[src/rtl/buff_uart_bus_arbiter_if.sv]
// Requester and register-bus signals of the buffered UART bus arbiter.
// The arbiter connects through the slave modport, the environment through master.
interface buff_uart_bus_arbiter_if #(
    parameter int requesters    = 2,
    parameter int width         = 8,
    parameter int address_width = 8
);
    logic [requesters-1:0]               req_valid;
    logic [requesters-1:0]               req_write;
    logic [requesters*address_width-1:0] req_address;
    logic [requesters*width-1:0]         req_data;
    logic [requesters-1:0]               req_accept;
    logic [requesters-1:0]               resp_valid;
    logic [width-1:0]                    resp_data;
    logic                                resp_error;
    logic [address_width-1:0]            bus_address;
    logic                                bus_read_enable;
    logic                                bus_write_enable;
    logic [width-1:0]                    bus_wdata;
    logic [width-1:0]                    bus_rdata;
    logic                                bus_ack;
    logic                                busy;

    modport slave (
        input  req_valid, req_write, req_address, req_data,
        input  bus_rdata, bus_ack,
        output req_accept, resp_valid, resp_data, resp_error,
        output bus_address, bus_read_enable, bus_write_enable,
        output bus_wdata, busy
    );

    modport master (
        output req_valid, req_write, req_address, req_data,
        output bus_rdata, bus_ack,
        input  req_accept, resp_valid, resp_data, resp_error,
        input  bus_address, bus_read_enable, bus_write_enable,
        input  bus_wdata, busy
    );
endinterface

[src/rtl/buff_uart_bus_arbiter.sv]
// Round-robin arbiter sharing the UART register bus between requesters.
// One transaction at a time: grant, strobe, wait for ack or timeout, respond.
module buff_uart_bus_arbiter #(
    parameter int requesters     = 2,
    parameter int width          = 8,
    parameter int address_width  = 8,
    parameter int timeout_cycles = 256
) (
    input logic                    clock,
    input logic                    reset,
    buff_uart_bus_arbiter_if.slave arb
);
    localparam int PW = (requesters > 1) ? $clog2(requesters) : 1;
    localparam int SW = PW + 1;
    localparam int CW = $clog2(timeout_cycles);
    localparam logic [SW-1:0] REQ_N = SW'(requesters);
    localparam logic [CW-1:0] LAST_WAIT = CW'(timeout_cycles - 1);

    typedef enum logic [1:0] {IDLE, ISSUE, WAIT, RESP} state_t;

    state_t                   state;
    logic [PW-1:0]            rr_ptr;
    logic [PW-1:0]            owner;
    logic [CW-1:0]            counter;
    logic                     is_write;

    logic [2*requesters-1:0]  doubled;
    logic [requesters-1:0]    rotated;
    logic [PW-1:0]            offset;
    logic [SW-1:0]            sum;
    logic [PW-1:0]            grant_idx;
    logic                     grant_found;
    logic [requesters-1:0]    grant_onehot;
    logic [requesters-1:0]    owner_onehot;
    logic [address_width-1:0] addr_arr [requesters];
    logic [width-1:0]         data_arr [requesters];

    // Unpack the per-requester slices and build one-hot owner/grant vectors.
    always_comb begin
        addr_arr     = '{default: '0};
        data_arr     = '{default: '0};
        grant_onehot = '0;
        owner_onehot = '0;
        for (int i = 0; i < requesters; i++) begin
            addr_arr[i]     = arb.req_address[i*address_width +: address_width];
            data_arr[i]     = arb.req_data[i*width +: width];
            grant_onehot[i] = grant_found && (grant_idx == PW'(i));
            owner_onehot[i] = (owner == PW'(i));
        end
    end

    // Rotate requests so rr_ptr sits at bit 0, take the first set bit, then undo the rotation.
    always_comb begin
        doubled     = {arb.req_valid, arb.req_valid};
        rotated     = requesters'(doubled >> rr_ptr);
        grant_found = 1'b0;
        offset      = '0;
        for (int k = 0; k < requesters; k++) begin
            if (!grant_found && rotated[k]) begin
                grant_found = 1'b1;
                offset      = PW'(k);
            end
        end
        sum       = {1'b0, rr_ptr} + {1'b0, offset};
        grant_idx = (sum >= REQ_N) ? PW'(sum - REQ_N) : PW'(sum);
    end

    // Transaction FSM; every output is a register updated here.
    always_ff @(posedge clock) begin
        if (reset) begin
            state                <= IDLE;
            rr_ptr               <= '0;
            owner                <= '0;
            counter              <= '0;
            is_write             <= 1'b0;
            arb.req_accept       <= '0;
            arb.resp_valid       <= '0;
            arb.resp_data        <= '0;
            arb.resp_error       <= 1'b0;
            arb.bus_address      <= '0;
            arb.bus_read_enable  <= 1'b0;
            arb.bus_write_enable <= 1'b0;
            arb.bus_wdata        <= '0;
            arb.busy             <= 1'b0;
        end else begin
            arb.req_accept       <= '0;
            arb.resp_valid       <= '0;
            arb.bus_read_enable  <= 1'b0;
            arb.bus_write_enable <= 1'b0;
            unique case (state)
                IDLE: begin
                    if (grant_found) begin
                        owner                <= grant_idx;
                        is_write             <= arb.req_write[grant_idx];
                        arb.bus_address      <= addr_arr[grant_idx];
                        arb.bus_wdata        <= data_arr[grant_idx];
                        arb.req_accept       <= grant_onehot;
                        arb.bus_write_enable <= arb.req_write[grant_idx];
                        arb.bus_read_enable  <= !arb.req_write[grant_idx];
                        arb.busy             <= 1'b1;
                        state                <= ISSUE;
                    end
                end
                ISSUE: begin
                    counter <= '0;
                    if (arb.bus_ack) begin
                        arb.resp_valid <= owner_onehot;
                        arb.resp_data  <= is_write ? '0 : arb.bus_rdata;
                        arb.resp_error <= 1'b0;
                        state          <= RESP;
                    end else begin
                        state <= WAIT;
                    end
                end
                WAIT: begin
                    if (arb.bus_ack) begin
                        arb.resp_valid <= owner_onehot;
                        arb.resp_data  <= is_write ? '0 : arb.bus_rdata;
                        arb.resp_error <= 1'b0;
                        state          <= RESP;
                    end else if (counter == LAST_WAIT) begin
                        arb.resp_valid <= owner_onehot;
                        arb.resp_data  <= '0;
                        arb.resp_error <= 1'b1;
                        state          <= RESP;
                    end else begin
                        counter <= counter + 1'b1;
                    end
                end
                RESP: begin
                    rr_ptr   <= (owner == PW'(requesters - 1)) ? '0 : owner + 1'b1;
                    arb.busy <= 1'b0;
                    state    <= IDLE;
                end
            endcase
        end
    end
endmodule

[src/flat_wrapper.sv]
// flat-port wrapper written by rule: the top's interface ports become plain ports
module buff_uart_bus_arbiter_flat 
#(
    parameter int requesters     = 2,
    parameter int width          = 8,
    parameter int address_width  = 8,
    parameter int timeout_cycles = 256
)
  (clock, reset, arb_req_valid, arb_req_write, arb_req_address, arb_req_data, arb_bus_rdata, arb_bus_ack, arb_req_accept, arb_resp_valid, arb_resp_data, arb_resp_error, arb_bus_address, arb_bus_read_enable, arb_bus_write_enable, arb_bus_wdata, arb_busy);
  buff_uart_bus_arbiter_if #(.requesters(requesters), .width(width), .address_width(address_width)) arb_i ();
  input logic clock;
  input logic reset;
  input wire logic [$bits(arb_i.req_valid)-1:0] arb_req_valid;
  input wire logic [$bits(arb_i.req_write)-1:0] arb_req_write;
  input wire logic [$bits(arb_i.req_address)-1:0] arb_req_address;
  input wire logic [$bits(arb_i.req_data)-1:0] arb_req_data;
  input wire logic [$bits(arb_i.bus_rdata)-1:0] arb_bus_rdata;
  input wire logic [$bits(arb_i.bus_ack)-1:0] arb_bus_ack;
  output wire logic [$bits(arb_i.req_accept)-1:0] arb_req_accept;
  output wire logic [$bits(arb_i.resp_valid)-1:0] arb_resp_valid;
  output wire logic [$bits(arb_i.resp_data)-1:0] arb_resp_data;
  output wire logic [$bits(arb_i.resp_error)-1:0] arb_resp_error;
  output wire logic [$bits(arb_i.bus_address)-1:0] arb_bus_address;
  output wire logic [$bits(arb_i.bus_read_enable)-1:0] arb_bus_read_enable;
  output wire logic [$bits(arb_i.bus_write_enable)-1:0] arb_bus_write_enable;
  output wire logic [$bits(arb_i.bus_wdata)-1:0] arb_bus_wdata;
  output wire logic [$bits(arb_i.busy)-1:0] arb_busy;
  assign arb_i.req_valid = arb_req_valid;
  assign arb_i.req_write = arb_req_write;
  assign arb_i.req_address = arb_req_address;
  assign arb_i.req_data = arb_req_data;
  assign arb_i.bus_rdata = arb_bus_rdata;
  assign arb_i.bus_ack = arb_bus_ack;
  assign arb_req_accept = arb_i.req_accept;
  assign arb_resp_valid = arb_i.resp_valid;
  assign arb_resp_data = arb_i.resp_data;
  assign arb_resp_error = arb_i.resp_error;
  assign arb_bus_address = arb_i.bus_address;
  assign arb_bus_read_enable = arb_i.bus_read_enable;
  assign arb_bus_write_enable = arb_i.bus_write_enable;
  assign arb_bus_wdata = arb_i.bus_wdata;
  assign arb_busy = arb_i.busy;
  buff_uart_bus_arbiter #(.requesters(requesters), .width(width), .address_width(address_width), .timeout_cycles(timeout_cycles)) u_core (.clock(clock), .reset(reset), .arb(arb_i));
endmodule
[config.mk]
export PLATFORM = sky130hd
export DESIGN_NAME = buff_uart_bus_arbiter_flat
export DESIGN_NICKNAME = d
export VERILOG_FILES = /design/src/rtl/buff_uart_bus_arbiter_if.sv /design/src/rtl/buff_uart_bus_arbiter.sv /design/src/flat_wrapper.sv
export SDC_FILE = /design/constraint.sdc
export NUM_CORES = 1
export LEC_CHECK = 0
export CELL_PAD_IN_SITES_DETAIL_PLACEMENT = 0
export CELL_PAD_IN_SITES_GLOBAL_PLACEMENT = 1
export CORE_ASPECT_RATIO = 1.4
export CORE_MARGIN = 4
export CORE_UTILIZATION = 32
export DETAILED_ROUTE_END_ITERATION = 7
export GPL_TIMING_DRIVEN = 0
export PLACE_DENSITY_LB_ADDON = 0.1
export SLEW_MARGIN = 20
export SYNTH_ARGS = -nofsm -noshare
export SYNTH_HDL_FRONTEND = slang
export SYNTH_SLANG_ARGS = --single-unit
[constraint.sdc]
create_clock -name clock -period 1.95 [get_ports clock]
set_clock_uncertainty 0.1 [all_clocks]
set_input_delay 0.39 -clock clock [delete_from_list [all_inputs] [get_ports clock]]
set_output_delay 0.39 -clock clock [all_outputs]
set_load 0.05 [all_outputs]
## After elaboration in Yosys (flattened, before gate mapping)

Cells that the tools add are included.

- Flip-flop bits (word level): 45
- Latch bits: 0
- RAM bits: 0
- Bits in read-only memories: 0
- Word-level logic and storage cells: 86
- Memories kept: 0

- $add $sub $neg: 4
- Multipliers: 0
- Divide/modulo/power cells: 0
- Magnitude comparators: 3
- Equality and inequality tests: 9
- Shift operators: 1
- Mux-type cells: 36
- Bitwise logic cells: 5
- Reduce and logical (&&, ||, !) cells: 14

Operators by type and width:

| cell | number |
|---|---|
| $mux W8 | 12 |
| $pmux W8 S2 | 2 |
| $mux W1 | 12 |
| $mux W2 | 6 |
| $add A8 B1 Y8 const B | 1 |
| $eq A8 B8 Y1 const B | 1 |
| $pmux W2 S4 | 1 |
| $ne A2 B2 Y1 const B | 3 |
| $reduce_and A2 Y1 | 3 |
| $reduce_and A3 Y1 | 2 |
| $eq A2 B2 Y1 const B | 2 |
| $ge A2 B2 Y1 const B | 2 |
| $not A1 Y1 | 4 |
| $pmux W1 S2 | 2 |
| $pmux W2 S2 | 1 |
| $reduce_bool A2 Y1 | 2 |
| $shr A4 B1 Y2 | 1 |
| $logic_and A1 B1 Y1 | 3 |
| $ne A3 B2 Y1 const B | 1 |
| $reduce_or A3 Y1 | 1 |
| $add A1 B1 Y2 | 1 |
| $eq A2 B1 Y1 const B | 1 |
| $logic_not A1 Y1 | 2 |
| $logic_not A2 Y1 | 1 |
| other kinds (5) | 5 |

## Longest topological paths before layout

- Depth after elaboration: 12
- Mapped depth: 7
- Depth with buffers taken out: 6

## Least setup slack after synthesis

OpenSTA, ideal clock, no wires.

- Kind: reg2reg
- From: reg u_core.state[0]
- To: reg u_core.arb.resp_data[0]
- Library setup time: 0.060 ns
- Arrival: 1.518 ns
- Data required time: 1.790 ns
- Path slack: 0.272 ns
- Cell stages (with the launch flop): 6
- Buffers on the path: 0
- Period minus slack after synthesis: 1.678 ns
- Cells stage by stage: dfxtp_1 -> inv_1 -> ha_1 -> a21boi_4 -> nor4b_4 -> a22o_1

- Cells in the longest elaborated chain, start to end: 3
- Elaborated cells between the ends (all ways): 7
- Those cells by class: eq/ne (4); mux (1); reduce/logical (2)

Ends and longest elaborated chain:

| element | line | text |
|---|---|---|
| from (decl) | buff_uart_bus_arbiter.sv:21 | `state_t state;` |
| from (signal assigned) | buff_uart_bus_arbiter.sv:71 | `state <= IDLE;` |
| from (signal assigned) | buff_uart_bus_arbiter.sv:101 | `state <= ISSUE;` |
| from (signal assigned) | buff_uart_bus_arbiter.sv:110 | `state <= RESP;` |
| $eq A2 B2 Y1 or $eq A2 B1 Y1 (tied branches) | buff_uart_bus_arbiter.sv:90 | `unique case (state)` |
| $ne A3 B2 Y1 (no source line) (tied with other cells) | -- |  |
| $reduce_and A3 Y1 (no source line) | -- |  |
| to (signal assigned) | buff_uart_bus_arbiter.sv:108 | `arb.resp_data <= is_write ? '0 : arb.bus_rdata;` |
| to (signal assigned) | buff_uart_bus_arbiter.sv:118 | `arb.resp_data <= is_write ? '0 : arb.bus_rdata;` |
| to (decl) | buff_uart_bus_arbiter_if.sv:27 | `output req_accept, resp_valid, resp_data, resp_error,` |

Parallel ways exist; a longest one is shown, timed or not.
A chain may end at the register's enable or synchronous reset.

## Worst setup path after layout

- From: reg u_core.arb.req_accept[1]
- To: out arb_req_accept[1]

RTL lines:

| element | line | text |
|---|---|---|
| from (decl) | buff_uart_bus_arbiter_if.sv:27 |  |
| from (signal assigned) | buff_uart_bus_arbiter.sv:97 | `arb.req_accept <= grant_onehot;` |
| to (decl) | flat_wrapper.sv:19 | `output wire logic [$bits(arb_i.req_accept)-1:0] arb_req_accept;` |

No word-level cell between the ends.

==> impl_metrics.json <==
{
  "reg2regPathDepth": 6,
  "drv_cap": 0,
  "synthDominantCellAreaShare_pct": 45.71,
  "synthTopCellsByArea": "dfxtp_1 46%, mux2i_1 8.6%, o2bb2ai_1 7.6%",
  "cpMaxStageDelayCell": "clkdlybuf4s50_1",
  "wl_per_cell_um": 15.19,
  "clock_latency_ns": 0.29,
  "p_clk_share_pct": 15.1,
  "async_flop_share_pct": 0,
  "synth_fa_ha_area_share_pct": 3.746,
  "synth_cells": 178,
  "drtIter0Drc": 43,
  "cpLargestDelayFamily": "buffers and inverters",
  "worst_pin_slew_ns": 0.5386,
  "place_area_um2": 2839,
  "postSynthAreaPerCell_um2": 11.07,
  "crit_path_max_incr_delay_ns": 0.81,
  "cp_cell_sequence": "clkdlybuf4s50_1",
  "synthTopCellsByCount": "45 x dfxtp_1, 17 x mux2i_1, 17 x o2bb2ai_1",
  "dr.pass1.iters": 4,
  "grt_util_all_layers_pct": 13.18,
  "synth_seq_cells": 45,
  "yosysUniqueCellTypes": 47,
  "netSwitchingPower_uw": 1611,
  "outcome": "complete, no violations",
  "synth.net_count": 230,
  "yosys.area_share.simple_pct": 12.76,
  "whs_ns": 0.3607,
  "yosys.area.top_type": "dfxtp_1",
  "clkSinkCount": 45,
  "finalHoldViolCount": 0,
  "synthMuxAreaShare_pct": 9.333,
  "drt-vias-per-instance": 4.940,
  "routed-via-count": 1655,
  "pwr-share-comb_pct": 51.3,
  "required_ns": 1.46,
  "root_buffer": "clkbuf_8",
  "portBuffers": 78,
  "path_max_fanout": 1,
  "synth.most_common_cell": "dfxtp_1",
  "power.total_uw": 3713,
  "cts.clk_slew.worst_paths_ns": 0.08,
  "path_depth": 1,
  "fin_area_um2": 2987,
  "whs_path_depth": 1,
  "cts_buffers": 5,
  "synth_top_family_by_area": "compound AO/OA/AOI/OAI gates",
  "final-max-slew-violation-count": 0,
  "synth_edf_count": 0,
  "routed_wl_mm": 5.088,
  "switching_share_pct": 43.37,
  "grt_pass1_wl_mm": 7.665,
  "io_pins": 79,
  "nFillCells": 560,
  "holdCritPathClass": "reg -> reg",
  "drive_above_1_share_pct": 11.32,
  "grt_pass1_vias": 1577,
  "rsz0062_at_grt": "false",
  "drc": 0,
  "regArea_um2": 902.1,
  "p_seq_share_pct": 33.6,
  "die_area_um2": 7496,
  "start_util_pct": 33.38,
  "max-vdd-ir-drop_mv": 0.4959,
  "h-tree-depth": 2,
  "worst-path-buf-inv": 1,
  "critPathCaptureType": "output port",
  "grt_overflow": 0,
  "antenna_found_initial": 0,
  "yosys.area_share.xor_xnor_pct": 0.4444,
  "area_growth_pct": 51.56,
  "power.density_nw_per_um2": 1243,
  "startpoint_type": "flip-flop",
  "ant_nets": 0,
  "finalSetupViolCount": 0,
  "cts_max_path_buffers": 2,
  "grt_max_degree": 14,
  "finalCriticalPeriod_ns": 1.903,
  "synthFlopType": "dfxtp_1",
  "diodes": 0,
  "seq_area_frac_synth_pct": 45.71,
  "yosysWarningCount": 0,
  "dp_hpwl_mm": 3.791,
  "synth_area_um2": 1971,
  "tritoncts": "done",
  "synth-compound-area-share_pct": 23.68,
  "arrival_ns": 1.41,
  "fp.dieH_um": 100.9,
  "nNetsFinal": 316,
  "power.leakage_uw": 0.001506,
  "multi_input_area_um2": 994.7,
  "fmax_mhz": 525.5,
  "slew_headroom_pct": 64.03,
  "gp_congestion": 0.7850,
  "worstSetupPathType": "reg -> out",
  "finalCritPeriodShare_pct": 97.58,
  "coreArea_um2": 5904,
  "p_int_uw": 2103,
  "row_count": 33,
  "die_x_um": 74.33
}
==> layer usage <==
layer  GRT usage, %  share of wire, %  vias to the layer above
met3          3.992               9.1                        7
met4          4.932               1.5                        0
met5              0                 0                        -
met1          15.75                41                      746
met2          21.93                48                       57
li1               -                 -                      845
==> cells by family after synthesis <==
logic type,count (synthesis)
multiplexers,18
flip-flops,45
AND/OR/NAND/NOR,37
adder cells (fa/ha/maj),6
AO/OA/AOI/OAI,56
XOR/XNOR,1
buffers and inverters,15
==> metrics by stage <==
step | cells | setup TNS, ns | utilization [%] | setup slack, ns
6_report | 335 | 0 | 50.58 | 0.04721
5_1_grt | 335 | 0 | 50.58 | 0.0005085
4_1_cts | 335 | 0 | 49.54 | 0.001941
3_5_place_dp | 326 | -4.559 | 48.08 | -0.2256
3_3_place_gp | 326 | -4.470 | 48.08 | -0.2008
2_1_floorplan | 178 | 0 | - | 0.2717
==> cell type report <==
cell class | instances | area share (%)
plain buffers | 6 | 1.718
clock buffers | 6 | 2.430
clock inverters | 2 | 0.3351
inverters | 9 | 1.131
multi-input cells | 118 | 33.31
flip-flops and latches | 45 | 30.21
well taps | 70 | 2.933
repair buffers | 79 | 27.94
==> power groups by stage <==
stage,clock network [uW],registers (uW),logic [uW]
after detailed placement,0,1270,1940
after CTS,590,1250,1930
after global routing,633,1270,2030
after floorplan,0,1870,709
final,559,1250,1910
after global placement,0,1270,1930
==> layout by cell type (no fill, tap or decap), types with 6 or more instances in the layout <==
cell type	instances
a22o_1	8
clkdlybuf4s50_1	49
dfxtp_1	44
dlygate4sd2_1	7
dlymetal6s2s_1	22
inv_1	9
mux2i_1	17
nand2_1	6
nor2_1	7
o211ai_1	6
o2bb2ai_1	17
==> registers in the layout, summed over array words and instances (netlist names), 2 cells and up <==
signal / flops
u_core.arb.bus_wdata: 8
u_core.arb.resp_data: 8
u_core.arb.bus_address: 8
u_core.arb.req_accept: 2
u_core.counter: 8
u_core.state: 2
u_core.arb.resp_valid: 2
==> worst paths after layout <==
| path | to | from | slack (ns) |
|---|---|---|---|
| max | arb_req_accept[1] | u_core.arb.req_accept[1]$_SDFF_PP0_ | 0.05 |
| min | u_core.arb.bus_wdata[4]$_SDFFE_PP0P_ | u_core.arb.bus_wdata[4]$_SDFFE_PP0P_ | 0.36 |
| max reg2reg | u_core.arb.resp_data[1]$_SDFFE_PP0P_ | u_core.state[0]$_SDFFE_PP0P_ | 0.13 |
| min reg2reg | u_core.arb.bus_wdata[4]$_SDFFE_PP0P_ | u_core.arb.bus_wdata[4]$_SDFFE_PP0P_ | 0.36 |
==> what timing repair did <==
item,CTS,global route
endpoints found under the setup margin,18,30
gates resized for setup,8,25
hold buffers,0,0
gates cloned,0,0
buffers inserted,1,0
No activity file was read; power rests on OpenSTA's default activity.
